==> config.mk <==
export PLATFORM = sky130hd
export DESIGN_NAME = step_loader
export DESIGN_NICKNAME = d
export VERILOG_FILES = /design/src/rtl/step_loader.sv
export SDC_FILE = /design/constraint.sdc
export NUM_CORES = 1
export LEC_CHECK = 0
export BUFFER_PORTS_ARGS = -buffer_cell sky130_fd_sc_hd__buf_2
export CORE_MARGIN = 2
export CORE_UTILIZATION = 30
export DETAILED_ROUTE_END_ITERATION = 7
export PLACE_DENSITY = 0.46
export SETUP_SLACK_MARGIN = 0.15
export SLEW_MARGIN = 10
export SYNTH_ARGS = -nofsm -noshare
export SYNTH_HDL_FRONTEND = slang
export SYNTH_SLANG_ARGS = --single-unit
==> constraint.sdc <==
create_clock -name clk -period 5.1 [get_ports clk]
set_input_delay 0.255 -clock clk [delete_from_list [all_inputs] [get_ports clk]]
set_output_delay 0.255 -clock clk [all_outputs]
set_load 0.05 [all_outputs]
==> src/rtl/step_loader.sv <==
// step_loader: assembles a little-endian byte stream into 560-bit trace
// steps for the tiny86 core. Bytes 0..68 land in per-byte lanes; byte 69
// goes straight into the output register together with the lanes, so the
// step is presented one cycle after its last byte is accepted.

// One byte lane of the assembly buffer. No reset: every lane is rewritten
// before its contents are ever loaded into the output register.
module step_lane (
    input  logic       clk,
    input  logic       we,
    input  logic [7:0] d,
    output logic [7:0] q
);
    // capture the byte addressed to this lane
    always_ff @(posedge clk) begin
        if (we) q <= d;
    end
endmodule

module step_loader #(
    parameter int STEP_BYTES = 70
) (
    input  logic                    clk,
    input  logic                    rst_n,
    input  logic [7:0]              in_data,
    input  logic                    in_valid,
    input  logic                    in_sync,
    output logic                    in_ready,
    output logic [STEP_BYTES*8-1:0] step,
    output logic                    step_valid,
    input  logic                    step_ready,
    output logic [31:0]             step_count,
    output logic                    err_frame,
    input  logic                    err_clr
);
    localparam int         STEP_W   = STEP_BYTES * 8;
    localparam int         BUF_N    = STEP_BYTES - 1;
    localparam logic [6:0] LAST_IDX = 7'(STEP_BYTES - 1);

    generate
        if (STEP_BYTES != 70) begin : g_bad_size
            $error("step_loader supports only STEP_BYTES == 70");
        end
    endgenerate

    logic [6:0]             idx;
    logic [6:0]             wr_idx;
    logic                   acc;
    logic                   resync;
    logic                   last_acc;
    logic                   xfer;
    logic [BUF_N-1:0][7:0]  buf_q;

    // handshake decode; a sync mark always redirects the byte to slot 0
    always_comb begin
        acc      = in_valid & in_ready;
        wr_idx   = in_sync ? 7'd0 : idx;
        resync   = acc & in_sync & (idx != 7'd0);
        last_acc = acc & (wr_idx == LAST_IDX);
        xfer     = step_valid & step_ready;
        // only the final byte can stall: it needs the output register free
        in_ready = rst_n & ~((idx == LAST_IDX) & step_valid & ~step_ready);
    end

    genvar i;
    generate
        for (i = 0; i < BUF_N; i++) begin : g_lane
            step_lane u_lane (
                .clk (clk),
                .we  (acc && (wr_idx == 7'(i))),
                .d   (in_data),
                .q   (buf_q[i])
            );
        end
    endgenerate

    // byte index: wraps after the last byte, restarts at 1 after a sync byte
    always_ff @(posedge clk or negedge rst_n) begin
        if (!rst_n)        idx <= '0;
        else if (last_acc) idx <= '0;
        else if (acc)      idx <= wr_idx + 7'd1;
    end

    // output register loads lanes plus the final byte in the same edge
    always_ff @(posedge clk or negedge rst_n) begin
        if (!rst_n)        step <= '0;
        else if (last_acc) step <= {in_data, buf_q};
    end

    // valid holds until taken; a reload on the taking edge keeps it high
    always_ff @(posedge clk or negedge rst_n) begin
        if (!rst_n)        step_valid <= 1'b0;
        else if (last_acc) step_valid <= 1'b1;
        else if (xfer)     step_valid <= 1'b0;
    end

    // handed-off step counter, free-running wrap
    always_ff @(posedge clk or negedge rst_n) begin
        if (!rst_n)    step_count <= '0;
        else if (xfer) step_count <= step_count + 32'd1;
    end

    // sticky framing error; a new error beats a same-cycle clear
    always_ff @(posedge clk or negedge rst_n) begin
        if (!rst_n)       err_frame <= 1'b0;
        else if (resync)  err_frame <= 1'b1;
        else if (err_clr) err_frame <= 1'b0;
    end

    logic unused_w;
    assign unused_w = ^STEP_W;
endmodule

# After elaboration in Yosys (flattened, before gate mapping)
# Index checks and enable logic that the tools add are counted.
# word_totals
elab_cells,237
ff_bits,1153
input_bits,14
out_inout_bits,595
# classes
bitwise_logic,10
mux,7
add_sub_neg,2
eq_ne,70
reduce_logical,74
# ops
cell,n
$eq 7x6->1 const B,32
$eq 7x5->1 const B,16
$logic_and 1x1->1,69
$eq 7x4->1 const B,8
$eq 7x7->1 const B,7
$add 32x1->32 const B,1
$eq 7x3->1 const B,4
$mux 7,3
$eq 7x2->1 const B,2
$and 1x1->1,8
$add 7x1->7 const B,1
$eq 7x1->1 const B,1
$logic_not 7->1,1
$reduce_bool 7->1,1
$reduce_bool 2->1,3
$mux 1,4
$not 1->1,2

# Depth between registers and ports, before layout
# Gate-level depths: netlist (run 1).
# logic_depth
word_depth,9
ltp_mapped,9
mapped_depth_nobuf,7

# By module
# From an unflattened synthesis (run 1), not the netlist that was laid out.
# unflattened
hier_cells,2028
area_unflattened_um2,40862.9
# by_module_without_submodules
mod,seq_area_each_um2,n_inst,cells_per_inst,area_each_um2
step_loader,15039.4,1,1476,24287.0
step_lane,240.2,69,8,240.2

# Worst setup path after synthesis (run 1)
# No wires, ideal clock.
# synth_path
path_kind,input to register
startpoint,input port in_sync
endpoint,register g_lane[63].u_lane.q[0] (enable)
setup_time_ps,383
arrival_ps,2298
path_buffers,2
setup_slack_ps,2419
required_ps,4717
path_stages,8
path_cell_list,clkbuf_1 > nand2b_1 > inv_1 > ha_1 > clkbuf_1 > nand4b_1 > or3_1 > nor3_1
# synth_via
elab_chain_len,3
# synth_rtl
element,line,rtl
from (decl),27,"input logic in_sync,"
$mux 7,57,wr_idx = in_sync ? 7'd0 : idx;
$eq 7x6->1,70,".we (acc && (wr_idx == 7'(i))),"
$logic_and 1x1->1,70,
net g_lane[63].u_lane.we,10,"input logic we,"
to (signal assigned),16,if (we) q <= d;
to (decl),12,output logic [7:0] q
# The timed path passes the listed nets, and every way through them passes these cells.
# A chain may end at the register's enable or synchronous reset.

# Final worst setup path (run 1)
# layout_path
startpoint,input port rst_n
endpoint,register step[317]
# layout_via
elab_chain_len,3
# layout_rtl
element,line,rtl
from (decl),24,"input logic rst_n,"
$and 1x1->1,62,in_ready = rst_n & ~((idx == LAST_IDX) & step_valid & ~step_ready);
$and 1x1->1,56,acc = in_valid & in_ready;
$and 1x1->1,59,last_acc = acc & (wr_idx == LAST_IDX);
to (signal assigned),87,"else if (last_acc) step <= {in_data, buf_q};"
to (decl),29,"output logic [STEP_BYTES*8-1:0] step,"
# No other way between the ends.

==> impl_results.md, run 1 <==
- Tightest Hold Check Type: input pin to flip-flop
- Largest net degree at the start of global routing: 150
- Die ar.: 136,000 µm²
- Relative slew slack: 20.2%
- Routability cong.: 0.766
- WHS: 0.0392 ns
- Cell Area, Placed: 44,900 µm²
- Worst Setup Start Kind: input pin
- Mean Syn Cell Area: 19.6 µm²
- Post-synth top flop: dfrtp_1
- Drt pass-1 iters: 5
- Worst VDD drop: 0.286 mV
- ANT nets after route: 0
- DRC viols: 0
- Critical path endpoint category: flip-flop
- Post-synthesis cell area: 40,000 µm²
- Clock Skew: 0.0242 ns
- Sequential area share after synthesis: 79.1%
- Post-DR wirelength/cell: 24.5 µm
- Synthesized netlist cell count: 2,042
- Setup violators final: 0
- Yosys warnings: 0
- Std-Cell Core Area: 132,000 µm²
- DP HPWL: 70,800 µm
- Final hold vios: 0
- Synth top cells by count: 601 x dfrtp_1, 552 x edfxtp_1, 289 x mux2_1
- Max Slew Vio Count: 0
- Count of port buffers added during placement: 608
- Finished Cell Area: 49,000 µm²
- Setup_tns: 0 ns
- Initial core utilization: 30.3%
- Share of cells above drive strength 1: 38.5%
- # nets final: 2,752
- Unique masters post-synth: 40
- Site row count: 133
- Clock slew at reported path FFs: 0.06 ns
- Crit Path Max Fanout: 78
- Dpl cells: 4,359
- Post-synthesis async set-or-reset flop share: 52.1%
- Worst Hold Path EP: g_lane[17].u_lane.q[4]
- TritonCTS clock tree: built
- Most common cell in the netlist: dfrtp_1
- Longest Clk Path Bufs: 3
- TritonCTS buffer count: 120
- Max-cap violation count: 0
- Number of vias per cell: 4.48
- RSZ-0062 raised after global routing: false
- CTS root buf: clkbuf_16
- Initial antenna violation count: 6
- Total congestion overflow: 0
- Routed WL: 113,000 µm
- Synth area leader: edfxtp_1
- Gr usage total: 16.4%
- Die W: 369 µm
- Routed vias: 20,600
- Run status: finished, final reports clean
- Min-Delay Startpoint: in_data[4]
- Reg-to-reg slack, setup: 1.91 ns
- Reg-to-reg endpoint: step[317]
- Hold depth: 1
- Post-Layout Cell Count: 4,599
- Min Tclk post-route: 3.33 ns
- Final Util: 37.2%
- Die Ht: 369 µm
- Post-synth EDFFs: 552
- Worst-skew pair later-pin latency: 0.73 ns
- First-pass GRT wire length: 162,000 µm
- Iter 0 DRT Violations: 1,312
- Pwr dens: 385 nW/µm²
- Syn Nets: 2,061
- WP data required: 5.69 ns
- Synth area leaders: edfxtp_1 41%, dfrtp_1 38%, mux2_1 8.1%
- WS Path Type: input pin to flip-flop
- Fmax: 301 MHz
- R2R depth: 7
- Worst Max-Slew Pin Slew: 1.19 ns
- Num ports: 609
- Arrival time worst endpoint: 3.92 ns
- R2r startpoint: idx[0]
- H-tree levels: 3
- Layout Area Growth over Synthesis: 22.5%
- Pleak: 0.0228 µW
- Num Clock Sinks: 1,153
- Share of the synthesized area in the top cell type: 41.5%
- Number of global-route vias before repair: 21,800
- Synthesized flop and latch total: 1,153
- Fin crit share: 65.2%
[worst max-delay path: stages]
cell,delay (ns)
dlygate4sd3_1,0.52
dlygate4sd3_1,0.59
buf_8,0.28
nand3b_1,0.23
a2111oi_4,0.38
buf_12,0.33
buf_4,0.87
mux2_1,0.40
[layer usage]
layer  vias up  GRT usage [%]  share of wire, %  wire (µm)
li1       8943              -                 -          -
met1     10900           20.6                42      47000
met2       612           26.8                48      54200
met3       166           5.79               8.0       8990
met4         0           4.09               2.3       2550
met5         -              0                 0          0
[report_power, final]
part / leakage, µW / total (µW) / internal, µW / switching [µW]
clock network: 0.00193 / 8700 / 5050 / 3650
logic: 0.00754 / 353 / 38.3 / 315
registers: 0.0134 / 9790 / 9780 / 14.3
[worst max path at each step]
stage | from | to | slack, ns | depth (start not counted)
final | rst_n | step[317] | 1.77 | 8
after global routing | rst_n | step[332] | 1.61 | 8
after CTS | rst_n | step[333] | 1.77 | 8
after detailed placement | in_sync | step[333] | 1.85 | 8
after global placement | in_sync | step[334] | 1.96 | 8
after floorplan | in_sync | g_lane[63].u_lane.q[0] | 2.42 | 8
[flip-flops by register name, summed over array words and instances (netlist names)]
register and flops:
err_frame 1, step 560, g_lane.u_lane.q 552, step_valid 1, idx 7, step_count 32
[through the flow]
stage / setup slack, ns / total power [µW]
floorplan: 2.42 / 10000
global route: 1.61 / 19500
detailed placement: 1.85 / 10300
global placement: 1.96 / 10300
CTS: 1.77 / 19200
finish: 1.77 / 18800
[cells by family (layout without fill, tap and decap cells)]
logic type               count (synthesis)  in the layout  synth area share, %
XOR/XNOR                                31             31                0.679
other                                    0              3                    0
AO/OA/AOI/OAI                           24             24                0.420
adder cells (fa/ha/maj)                  5              5                0.157
AND/OR/NAND/NOR                        185            185                 2.20
flip-flops                            1153           1153                 79.1
buffers and inverters                   82            881                 1.60
multiplexers                           562            562                 15.8
[final cells by class]
cell class,instances,area [µm²]
fill,12400,82800
clock inverter,53,509
antenna,3,7.51
sequential,1153,31600
inverter,6,22.5
tap,1755,2200
multi-input combinational,807,7720
timing repair buffer,645,3470
clock buffer,177,3430
[placed cells by master (no fill, tap or decap), types with 4 or more instances in the layout]
cell / count
buf_2: 599
nand2_1: 39
clkbuf_1: 38
dlygate4sd3_1: 6
nand4_1: 10
nand3_1: 7
and3_1: 5
inv_1: 6
clkinv_2: 19
and4_1: 4
clkinv_1: 17
ha_1: 5
xor2_1: 23
and2_1: 9
clkbuf_8: 17
buf_12: 8
clkbuf_16: 122
buf_4: 31
nor2_1: 74
dfrtp_1: 601
bufinv_16: 8
mux2_2: 273
nor3_1: 10
mux2_1: 289
o21ai_0: 5
edfxtp_1: 552
xnor2_1: 8
nor4_1: 10
a21oi_1: 7
a31oi_1: 5
[what timing repair did]
item,in CTS,in global routing
hold buffers,7,0
hold endpoints to repair,79,0
buffers inserted,0,0
resized for setup,0,0
Power figures use the tool's default switching activity.
==> run 2, diff against run 1 <==
--- a/config.mk
+++ b/config.mk
@@ -9,7 +9,7 @@
 export CORE_MARGIN = 2
 export CORE_UTILIZATION = 30
 export DETAILED_ROUTE_END_ITERATION = 7
-export PLACE_DENSITY = 0.46
+export PLACE_DENSITY = 0.47
 export SETUP_SLACK_MARGIN = 0.15
 export SLEW_MARGIN = 10
 export SYNTH_ARGS = -nofsm -noshare
==> constraint.sdc (replaced) <==
create_clock -name clk -period 3.05 [get_ports clk]
set_input_delay 0.1525 -clock clk [delete_from_list [all_inputs] [get_ports clk]]
set_output_delay 0.1525 -clock clk [all_outputs]
set_load 0.05 [all_outputs]
==> impl_results.md, run 2 (synthesis gave the netlist of run 1 again) <==
- Run status: finished, final reports clean
- Max Slew Vio Count: 0 (unchanged)
- Drt pass-1 iters: 5 (unchanged)
- H-tree levels: 3 (unchanged)
- Routed vias: 20,900 (+1.3%)
- Number of global-route vias before repair: 22,400 (+2.5%)
- Area of the multi-input gates: 7720 µm² (unchanged)
- Crit Path Max Fanout: 74 (-5.1%)
- DRC viols: 0 (unchanged)
- Arrival time worst endpoint: 3.38 ns (-0.54 ns)
- Reg-to-reg endpoint: step[267]
- Max-cap violation count: 0 (unchanged)
- Min Tclk post-route: 2.76 ns
- TritonCTS buffer count: 118 (-1.7%)
- TritonCTS clock tree: built
- Num ports: 609 (unchanged)
- Worst VDD drop: 0.457 mV (+60%)
- Pwr dens: 635 nW/µm² (+65%)
- Worst path cell trace: and2_1 -> and2_1 -> a2111oi_4 -> buf_12 -> buf_16 -> mux2_2
- Post-DR wirelength/cell: 24.4 µm (-0.57%)
- Final hold vios: 0 (unchanged)
- Num Clock Sinks: 1,153 (unchanged)
- Longest Clk Path Bufs: 3 (unchanged)
- Most common cell after layout, fill and taps aside: dfrtp_1
- WP data required: 3.67 ns (-2.02 ns)
- Clock slew at reported path FFs: 0.06 ns (about the same)
- Setup bufs post-CTS: 0 (unchanged)
- Clock Skew: 0.0233 ns (-0.000834 ns)
- Gr usage total: 16.6% (+0.20 points)
- ANT nets after route: 0 (unchanged)
- Layout Area Growth over Synthesis: 24.5%
- Most frequent cells in the layout: 601 x dfrtp_1, 599 x buf_2, 552 x edfxtp_1
- Critical Path Sink: step[267]
- Top reg by flops: step
- Site row count: 133 (unchanged)
- Initial core utilization: 30.3% (unchanged)
- R2R depth: 6 (-1)
- Std-Cell Core Area: 132,000 µm² (unchanged)
- Largest net degree at the start of global routing: 153 (+2.0%)
- Biggest regs: step (560), g_lane.u_lane.q (552), step_count (32)
- DP HPWL: 74,100 µm (+4.6%)
- Final Util: 37.8% (+0.60 points)
- Worst Setup Start Kind: flip-flop
- Routability cong.: 0.801 (+4.5%)
- CTS root buf: clkbuf_16
- Critical path endpoint category: flip-flop
- N_diodes: 0 (-3)
- WS Path Type: flip-flop to flip-flop
- FF+latch area: 31,600 µm² (unchanged)
- Critical Path Slowest Stage Cell: a2111oi_4
- R2r startpoint: idx[2]
- Pleak: 0.0233 µW (+2.1%)
- Number of vias per cell: 4.47 (-0.22%)
- Iter 0 DRT Violations: 1,315 (+0.23%)
- Reg-to-reg slack, setup: 0.29 ns (-1.62 ns)
- Die W: 369 µm (unchanged)
- Worst setup path startpoint: idx[2]
- # nets final: 2,825 (+2.7%)
- Max reg flops: 560 (unchanged)
- Count of port buffers added during placement: 608 (unchanged)
- Fmax: 363 MHz
- Crit-path most repeated cell: and2_1
- Initial antenna violation count: 6 (unchanged)
- Die ar.: 136,000 µm² (unchanged)
- CP max stage delay: 0.52 ns (-0.35 ns)
- First-pass GRT wire length: 163,000 µm (+1.2%)
- Routed WL: 114,000 µm (+0.90%)
- Total congestion overflow: 0 (unchanged)
- Worst Max-Slew Pin Slew: 1.10 ns (-0.0971 ns)
- Worst-skew pair later-pin latency: 0.74 ns (about the same)
- Setup_tns: 0 ns (unchanged)
- Setup violators final: 0 (unchanged)
- Tightest Hold Check Type: input pin to async pin
- WHS: 0.117 ns (+0.0777 ns)
- Fin crit share: 90.4%
- Relative slew slack: 27.0% (+6.8 points)
- RSZ-0062 raised after global routing: false
- Share of cells above drive strength 1: 40.5% (+2.0 points)
- Fill cell count: 12,300 (-0.43%)
- Die Ht: 369 µm (unchanged)
## run 2: cell count changes in the layout (fill, tap and decap cells not counted), sizes merged
cell and change:
inv +4, dlygate4sd3 +8, diode -3, clkinvlp -1, buf +67, clkinv +8, bufinv +2, clkbuf -17
## run 2: how the worst min path moves through the flow
stage	start	to	slack [ns]	cells past startpoint
after global routing	rst_n	idx[1]	0.06	4
after CTS	rst_n	idx[1]	0.04	4
after global placement	rst_n	step[309]	0.02	1
after detailed placement	rst_n	step[309]	0.03	1
final	rst_n	idx[1]	0.12	4
after floorplan	rst_n	err_frame	-0.14	0
## run 2: layer usage
layer | part of all wire, % | track usage [%]
met2 | 47 | 26.7
met3 | 8.1 | 6.02
met4 | 2.2 | 3.96
met1 | 42 | 21.2
met5 | 0 | 0
## run 2: timing repair
action                     CTS  global route
hold buffers                16             0
setup endpoints to repair    0            45
resized for setup            0             3
hold endpoints to repair   613             0
## run 2: report_power, final
part           internal (µW)  total (µW)  switching, µW
sequential             16300       16400           22.4
combinational            106         643            536
clock                   8480       14600           6120
## run 2: per-stage QoR
stage / cells / worst slack (ns) / power (µW) / instance area, µm²
after floorplan: 2042 / 0.454 / 16800 / 40000
after global placement: 4425 / 0.288 / 17300 / 45600
after detailed placement: 4425 / 0.265 / 17300 / 45600
after CTS: 4667 / 0.239 / 32100 / 49800
after global routing: 4667 / 0.151 / 32700 / 49800
final: 4667 / 0.291 / 31600 / 49800
## run 2: cell type report
cell class              instances  share of cell area (%)
multi-input cells             807                    15.5
flip-flops and latches       1153                    63.5
clock buffers                 160                    6.66
clock inverters                66                    1.30
repair buffers                720                    8.53
well taps                    1755                    4.41
inverters                       6                  0.0453
## run 2: worst max-delay path: cells and delay by family, from the launching register on
family	cells	cell delay [ns]
buffers and inverters	2	0.58
AO/OA/AOI/OAI	1	0.52
flip-flops	1	0.49
AND/OR/NAND/NOR	2	0.48
multiplexers	1	0.40
